$ cat config.mk
export PLATFORM = sky130hd
export DESIGN_NAME = serial_checking_sink
export DESIGN_NICKNAME = d
export VERILOG_FILES = /design/src/rtl/serial_checking_sink.sv
export SDC_FILE = /design/constraint.sdc
export NUM_CORES = 1
export LEC_CHECK = 0
export ABC_AREA = 1
export CAP_MARGIN = 20
export CORE_MARGIN = 3
export CORE_UTILIZATION = 52
export CTS_BUF_LIST = sky130_fd_sc_hd__clkbuf_4
export DETAILED_ROUTE_END_ITERATION = 16
export PLACE_DENSITY = 0.76
export SETUP_SLACK_MARGIN = 0.2
export SYNTH_ARGS = -nofsm -noshare
export SYNTH_HDL_FRONTEND = slang
export SYNTH_SLANG_ARGS = --single-unit
$ cat constraint.sdc
create_clock -name clk -period 2.2 [get_ports clk]
set_input_delay 0.66 -clock clk [delete_from_list [all_inputs] [get_ports clk]]
set_output_delay 0.66 -clock clk [all_outputs]
set_load 0.02 [all_outputs]
$ cat src/rtl/serial_checking_sink.sv
// serial_checking_sink_fifo: small first-word-fall-through FIFO with registered occupancy count.
// Latency: a pushed word is visible at the head one cycle after the push edge.
// Backpressure: pushes while full and pops while empty are ignored; next count exposed for registered flow control.
module serial_checking_sink_fifo #(
    parameter int W     = 8,
    parameter int DEPTH = 4,
    parameter int CW    = $clog2(DEPTH) + 1
) (
    input  logic          clk,
    input  logic          reset,
    input  logic          i_push_vld,
    input  logic [W-1:0]  i_push_dat,
    input  logic          i_pop_rdy,
    output logic [W-1:0]  o_head_dat,
    output logic          o_head_vld,
    output logic [CW-1:0] o_count,
    output logic [CW-1:0] o_count_nxt
);
    localparam int AW = $clog2(DEPTH);

    logic [W-1:0]  r_mem [DEPTH];
    logic [AW-1:0] r_wr_ptr;
    logic [AW-1:0] r_rd_ptr;
    logic [CW-1:0] r_count;
    logic          w_push;
    logic          w_pop;

    assign w_push      = i_push_vld && (r_count != CW'(DEPTH));
    assign w_pop       = i_pop_rdy && (r_count != '0);
    assign o_count     = r_count;
    assign o_count_nxt = r_count + CW'(w_push) - CW'(w_pop);
    assign o_head_vld  = (r_count != '0);
    // Head is forced to zero while empty so stale storage never leaks out
    assign o_head_dat  = o_head_vld ? r_mem[r_rd_ptr] : '0;

    // Storage array: written only, never reset
    always_ff @(posedge clk) begin
        if (w_push) begin
            r_mem[r_wr_ptr] <= i_push_dat;
        end
    end

    // Pointer and occupancy bookkeeping; pointers wrap naturally (power-of-two depth)
    always_ff @(posedge clk) begin
        if (reset) begin
            r_wr_ptr <= '0;
            r_rd_ptr <= '0;
            r_count  <= '0;
        end else begin
            if (w_push) r_wr_ptr <= r_wr_ptr + AW'(1);
            if (w_pop)  r_rd_ptr <= r_rd_ptr + AW'(1);
            r_count <= o_count_nxt;
        end
    end
endmodule

// serial_checking_sink: deserialises 1-bit NoC packets into flits, checks destination vs ID, buffers in a FWFT FIFO.
// Latency: start bit to out_valid is FLIT_BITS+1 cycles; counters update on the FIFO write edge.
// Backpressure: registered busy covers packet+GAP and FIFO-full; packets starting while full are dropped and counted.
module serial_checking_sink #(
    parameter int ID        = 0,
    parameter int FLIT_BITS = 8,
    parameter int DEST_BITS = 4,
    parameter int DEPTH     = 4,
    parameter int GAP       = 2
) (
    input  logic                 clk,
    input  logic                 reset,
    output logic                 busy,
    input  logic                 data,
    output logic [FLIT_BITS-1:0] out_data,
    output logic                 out_valid,
    input  logic                 out_ready,
    output logic [15:0]          pkt_count,
    output logic [15:0]          misroute_count,
    output logic [15:0]          drop_count
);
    localparam int CW = $clog2(DEPTH) + 1;

    typedef enum logic [1:0] {
        S_IDLE  = 2'd0,
        S_SHIFT = 2'd1,
        S_STORE = 2'd2,
        S_GAP   = 2'd3
    } state_t;

    state_t               r_state;
    state_t               w_state_nxt;
    logic [4:0]           r_cnt;
    logic [4:0]           w_cnt_nxt;
    logic                 r_drop;
    logic                 w_drop_nxt;
    logic [FLIT_BITS-1:0] r_sh;
    logic                 r_busy;
    logic [15:0]          r_pkt_cnt;
    logic [15:0]          r_mis_cnt;
    logic [15:0]          r_drop_cnt;
    logic                 w_push;
    logic                 w_drop_evt;
    logic                 w_misroute;
    logic                 w_full;
    logic [CW-1:0]        w_fifo_count;
    logic [CW-1:0]        w_fifo_count_nxt;

    serial_checking_sink_fifo #(
        .W     (FLIT_BITS),
        .DEPTH (DEPTH),
        .CW    (CW)
    ) u_fifo (
        .clk         (clk),
        .reset       (reset),
        .i_push_vld  (w_push),
        .i_push_dat  (r_sh),
        .i_pop_rdy   (out_ready),
        .o_head_dat  (out_data),
        .o_head_vld  (out_valid),
        .o_count     (w_fifo_count),
        .o_count_nxt (w_fifo_count_nxt)
    );

    assign w_full         = (w_fifo_count == CW'(DEPTH));
    assign w_misroute     = (r_sh[DEST_BITS-1:0] != DEST_BITS'(ID));
    assign busy           = r_busy;
    assign pkt_count      = r_pkt_cnt;
    assign misroute_count = r_mis_cnt;
    assign drop_count     = r_drop_cnt;

    // Next-state and per-state strobes; the drop decision is taken once, at the start bit
    always_comb begin
        w_state_nxt = r_state;
        w_cnt_nxt   = r_cnt;
        w_drop_nxt  = r_drop;
        w_push      = 1'b0;
        w_drop_evt  = 1'b0;
        case (r_state)
            S_IDLE: begin
                if (data) begin
                    w_state_nxt = S_SHIFT;
                    w_cnt_nxt   = '0;
                    w_drop_nxt  = w_full;
                end
            end
            S_SHIFT: begin
                if (r_cnt == 5'(FLIT_BITS - 1)) begin
                    w_state_nxt = S_STORE;
                    w_cnt_nxt   = '0;
                end else begin
                    w_cnt_nxt = r_cnt + 5'd1;
                end
            end
            S_STORE: begin
                w_push      = !r_drop;
                w_drop_evt  = r_drop;
                w_cnt_nxt   = '0;
                w_state_nxt = (GAP > 0) ? S_GAP : S_IDLE;
            end
            S_GAP: begin
                if (r_cnt == 5'(GAP - 1)) begin
                    w_state_nxt = S_IDLE;
                end else begin
                    w_cnt_nxt = r_cnt + 5'd1;
                end
            end
            default: begin
                w_state_nxt = S_IDLE;
            end
        endcase
    end

    // FSM state, bit/gap counter, drop flag and registered busy
    always_ff @(posedge clk) begin
        if (reset) begin
            r_state <= S_IDLE;
            r_cnt   <= '0;
            r_drop  <= 1'b0;
            r_busy  <= 1'b0;
        end else begin
            r_state <= w_state_nxt;
            r_cnt   <= w_cnt_nxt;
            r_drop  <= w_drop_nxt;
            r_busy  <= (w_state_nxt != S_IDLE) || (w_fifo_count_nxt == CW'(DEPTH));
        end
    end

    // Payload shifter (LSB arrives first) and wrap-around statistics counters
    always_ff @(posedge clk) begin
        if (reset) begin
            r_sh       <= '0;
            r_pkt_cnt  <= '0;
            r_mis_cnt  <= '0;
            r_drop_cnt <= '0;
        end else begin
            if (r_state == S_SHIFT) begin
                r_sh <= FLIT_BITS'({data, r_sh} >> 1);
            end
            if (w_push) begin
                r_pkt_cnt <= r_pkt_cnt + 16'd1;
                if (w_misroute) r_mis_cnt <= r_mis_cnt + 16'd1;
            end
            if (w_drop_evt) begin
                r_drop_cnt <= r_drop_cnt + 16'd1;
            end
        end
    end
endmodule

# Word level (Yosys, flattened, before mapping)
# Memory sizes are Yosys's and may differ from the RTL's. A register that Yosys moved wholly into a read port is not among the register bits.
# Cells that the tools add are included.
# word_totals
ram_bits	32
reg_bits	72
mem_count	1
# op_classes
eq_ne	10
reduce_logical	11
n_addsub	8
mux	15
# mem_list
name	words	width	rd	rd_ports_with_merged_regs	wr	line_no	source
u_fifo.r_mem	4	8	1	1	1	21	logic [W-1:0] r_mem [DEPTH];
# op_table
op	n
$add 16x1->16 const B	3
$pmux 5 s4	1
$mux 5	3
$mux 2	5
$mux 8	1
$pmux 2 s4	1
$eq 3x3->1 const B	2
$reduce_and 2->1	3
$add 5x1->5 const B	1
$eq 5x1->1 const B	1
$eq 5x3->1 const B	1
$add 2x1->2 const B	2
$eq 2x2->1 const B	2
$mux 1	4
$ne 2x2->1 const B	2
$reduce_bool 4->1	1
$add 3x1->3	1
$ne 3x3->1 const B	1
$reduce_bool 3->1	1
$sub 3x1->3	1
$eq 2x1->1 const B	1
$logic_and 1x1->1	2
$logic_not 2->1	1
$reduce_bool 2->1	1
2 further kinds	2

# Depth between registers and ports, before layout
# depth
ltp_word	7
ltp_mapped	11

# Cells and area by module
# A second synthesis with hierarchy kept.
# hier_totals
hier_cells	643
hier_area_um2	4991.0
# modules_own_cells
module	cells_each	area_each_um2	seq_area_each_um2	n_inst
serial_checking_sink	444	3106.7	1301.2	1
serial_checking_sink_fifo	199	1884.3	1141.1	1

# Worst setup path before layout
# OpenSTA, ideal clock, no wires.
# synth_timing
path_kind	register to register
startpoint	reg u_fifo.r_count[1] (netlist: u_fifo.o_count[1])
endpoint	reg r_busy (netlist: busy)
synth_period_minus_slack_ns	2.206
stages_incl_launch_ff	11
slack_ns	-0.006
n_path_buf	0
required_ns	2.130
t_arrival_ns	2.136
path_cell_list	dfxtp_1 nor3_2 nor2_1 ha_1 inv_1 ha_1 inv_1 fa_1 xor2_1 nand3_1 a21oi_1
# synth_between
word_cells_on_any_way	8
classes_between	2 x add/sub; 2 x eq/ne; 4 x reduce/logical
# synth_lines
item	line_no	source
start: declaration	24	logic [CW-1:0] r_count;
start signal: assignment	52	r_count <= o_count_nxt;
$reduce_bool 3->1	29	assign w_pop = i_pop_rdy && (r_count != '0);
$logic_and 1x1->1	29	
named net u_fifo.w_pop	26	logic w_pop;
$sub 3x1->3	31	assign o_count_nxt = r_count + CW'(w_push) - CW'(w_pop);
$eq 3x3->1	181	r_busy <= (w_state_nxt != S_IDLE) || (w_fifo_count_nxt == CW'(DEPTH));
$logic_or 1x1->1	181	
end signal: assignment	181	
end: declaration	94	logic r_busy;
# The timed path passes the listed nets, and every way through them passes these cells.
# A chain may end at the register's enable or synchronous reset.

==> reports/summary.txt <==
status = finished, violations left
failing checks = negative setup slack
Max-slew headroom = 70.0%
Max-Cap Viols = 0
number of synthesized flops with an enable pin = 32
Post-Synth Adder-Cell Area = 3.22%
post-synthesis xor/xnor area fraction = 1.25%
reg2reg path depth = 12
Max FO, Critical Path = 8
Antenna Cells = 0
post-synthesis sequential area ratio = 49.9%
Pins Over Slew Limit = 0
Multi-input gate area = 2210 um2
asr flop ratio synth = 0%
Power Total = 4780 uW
Tcrit/Tclk final = 104%
worst vdd ir = 0.492 mV
Top Ports = 62
hold path depth = 1
initial antenna violation count = 0
Place WS = -0.468 ns
vias in the first global route = 3,833
CP Data Arrival Time = 1.62 ns
dominant combinational cell family by area after synthesis = simple AND/OR/NAND/NOR gates
layout cells sized above 1 = 16.2%
fill count = 731
RSZ-0062 raised after global routing = yes
Cell Area, Synth = 4900 um2
syn avg cell area = 7.99 um2
crit path max-delay cell type = dfxtp_4
Final HPWL DP = 7190 um
crit path cell chain = buf_16 > nor2_4 > nor2_1 > o21ai_1 > a21oi_1 > buf_4
Die Y = 103 um
CTS sink cnt = 106
via count = 4,233
NumNets Final = 716
Post-Syn Nets = 629
multiplexer area fraction after synthesis = 0%
compound-cell area share of the yosys netlist = 12.6%
number of buffers created by CTS = 9
post-layout util = 68.5%
Die ar. = 10,600 um2
Hold Fails Final Rpt = 0
Setup Skew = 0.0244 ns
Worst-Skew Late Latency = 0.46 ns
first-pass GRT wire length = 17,700 um
routability congestion estimate from global placement = 0.905
Largest stage delay, worst path = 0.45 ns
r2r endpoint = busy
post-synth top area share = 30.3%
first-pass iteration count of the detailed router = 5
Vias/cell = 5.21
setup violators final = 7
top-count cell post-synth = nor2_1
crit start category = register
Syn. warnings = 0
Synth top cells by count = 112 x nor2_1, 100 x nand2_1, 75 x inv_1, 74 x dfxtp_1, 54 x o21ai_0
Final WS setup = -0.0828 ns
Starting Density = 54.8%
DRC errors left = 0
#FFs+latches synth = 106
actual slew at the worst max-slew pin = 0.447 ns
Wirelength per Cell = 13.2 um
GRT Util Overall = 21.0%
HP Class = reg -> reg
Design Area, Final = 6120 um2
Root Driver = clkbuf_4
Post-DRT Antenna Nets = 0
CTS tree = yes
WP data required = 1.54 ns
Std-Cell Rows = 34
1st-iter DRT viols = 212
post-synthesis cell type count = 35
clock buffer depth = 2
largest cells by area after synthesis = dfxtp_1 30%, edfxtp_1 20%, nor2_1 8.6%
CP endpoint kind = output port
fin crit period = 2.28 ns
largest net degree at the start of global routing = 24
Pwr Density = 782 nW/um2
Syn Inst Count = 613
Die Width = 103 um
Synth Flop Type = dfxtp_1
R2R setup slack = 0.11 ns
Max Clock Freq = 0.438 GHz
worst flop-to-flop path startpoint = u_fifo.o_count[2]
Hold Startpoint = u_fifo.r_rd_ptr[0]
Layout area overhead = 25.0%
total wire length = 10,800 um
core box area = 8930 um2
GRT overflow = 0
register area = 2460 um2
Lkg Pwr = 0.00254 uW
placed inst area = 5740 um2
H-tree depth = 3
Synth area leader = dfxtp_1
CTS clk-pin slew, worst paths = 0.18 ns
CP Class = reg -> out
Port Buffers = 61
Hold Path End = u_fifo.r_rd_ptr[0]
Post-Synth Simple-Gate Area = 25.8%
==> flip-flops by register name, summed over array words and instances (netlist names), named ones only <==
register / cells
drop_count: 16
r_sh: 8
u_fifo.r_wr_ptr: 2
r_cnt: 5
r_drop: 1
busy: 1
r_state: 2
u_fifo.r_rd_ptr: 2
u_fifo.r_mem: 32
misroute_count: 16
u_fifo.o_count: 3
pkt_count: 16
==> cell type report <==
class / instances / area share [%]
Timing Repair Buffer: 88 / 13.6
Sequential cell: 106 / 40.2
Inverter: 81 / 5.21
Clock inverter: 7 / 1.55
Clock buffer: 9 / 1.10
Tap cell: 108 / 2.21
Multi-Input combinational cell: 414 / 36.1
==> power breakdown <==
group	leakage (uW)	internal (uW)	switching [uW]
sequential	0.000899	2100	86.7
clock	0.0000877	383	719
combinational	0.00156	763	738
total	0.00254	3240	1540
==> through the flow <==
step | hold WS (ns) | std cells | setup TNS (ns)
final | 0.501 | 813 | -0.223
after global routing | 0.535 | 813 | -1.11
after CTS | 0.489 | 808 | -0.174
after detailed placement | 0.465 | 786 | -1.29
after global placement | 0.451 | 786 | -1.01
after floorplan | 0.436 | 613 | 0
==> critical path, delay by kind of cell (launching register included) <==
family                 cells  cell delay, ns
AOI/OAI and AO/OA          2            0.26
and+or+nand+nor            2            0.12
buffers and inverters      2            0.34
DFF                        1            0.45
==> how the worst max path moves through the flow <==
stage / start / endpoint / slack [ns] / cells past startpoint
3_3_place_gp: out_ready / busy / -0.39 / 10
6_report: register / out_data[4] / -0.08 / 6
3_5_place_dp: out_ready / busy / -0.47 / 10
5_1_grt: register / out_data[4] / -0.18 / 6
2_1_floorplan: out_ready / busy / 0.16 / 9
4_1_cts: register / out_data[7] / -0.04 / 6
==> cells by family after synthesis <==
logic type,Yosys count
XOR/XNOR,7
buffers and inverters,93
AND/OR/NAND/NOR,277
adder cells (fa/ha/maj),12
flip-flops,106
AO/OA/AOI/OAI,118
==> cells in the final DEF (no fill, tap or decap), types with 10 or more instances in the layout <==
cell type and count:
inv_1 71, nand3_1 23, dfxtp_2 10, edfxtp_1 32, dfxtp_1 62, nand2_1 100
nor2_2 10, o21ai_0 38, a21oi_1 49, buf_4 27, nor2_4 10, o21ai_1 18
nor2_1 101, nand4_1 11, dlygate4sd2_1 45
==> per-layer routing <==
layer | wire length (um) | share of wire, % | vias to the layer above | track usage, %
li1 | - | - | 2177 | -
met1 | 4920 | 46 | 1936 | 28.0
met2 | 5210 | 48 | 111 | 34.9
met3 | 544 | 5.1 | 9 | 4.87
met4 | 91 | 0.85 | 0 | 4.78
met5 | 0 | 0 | - | 0
==> what timing repair did <==
item,CTS,global route
hold endpoints to repair,0,0
pin swaps,16,11
buffers inserted,4,4
hold buffers,0,0
cloned,2,1
endpoints found under the setup margin,61,24
gates resized for setup,134,33
No activity file was read; power rests on OpenSTA's default activity.
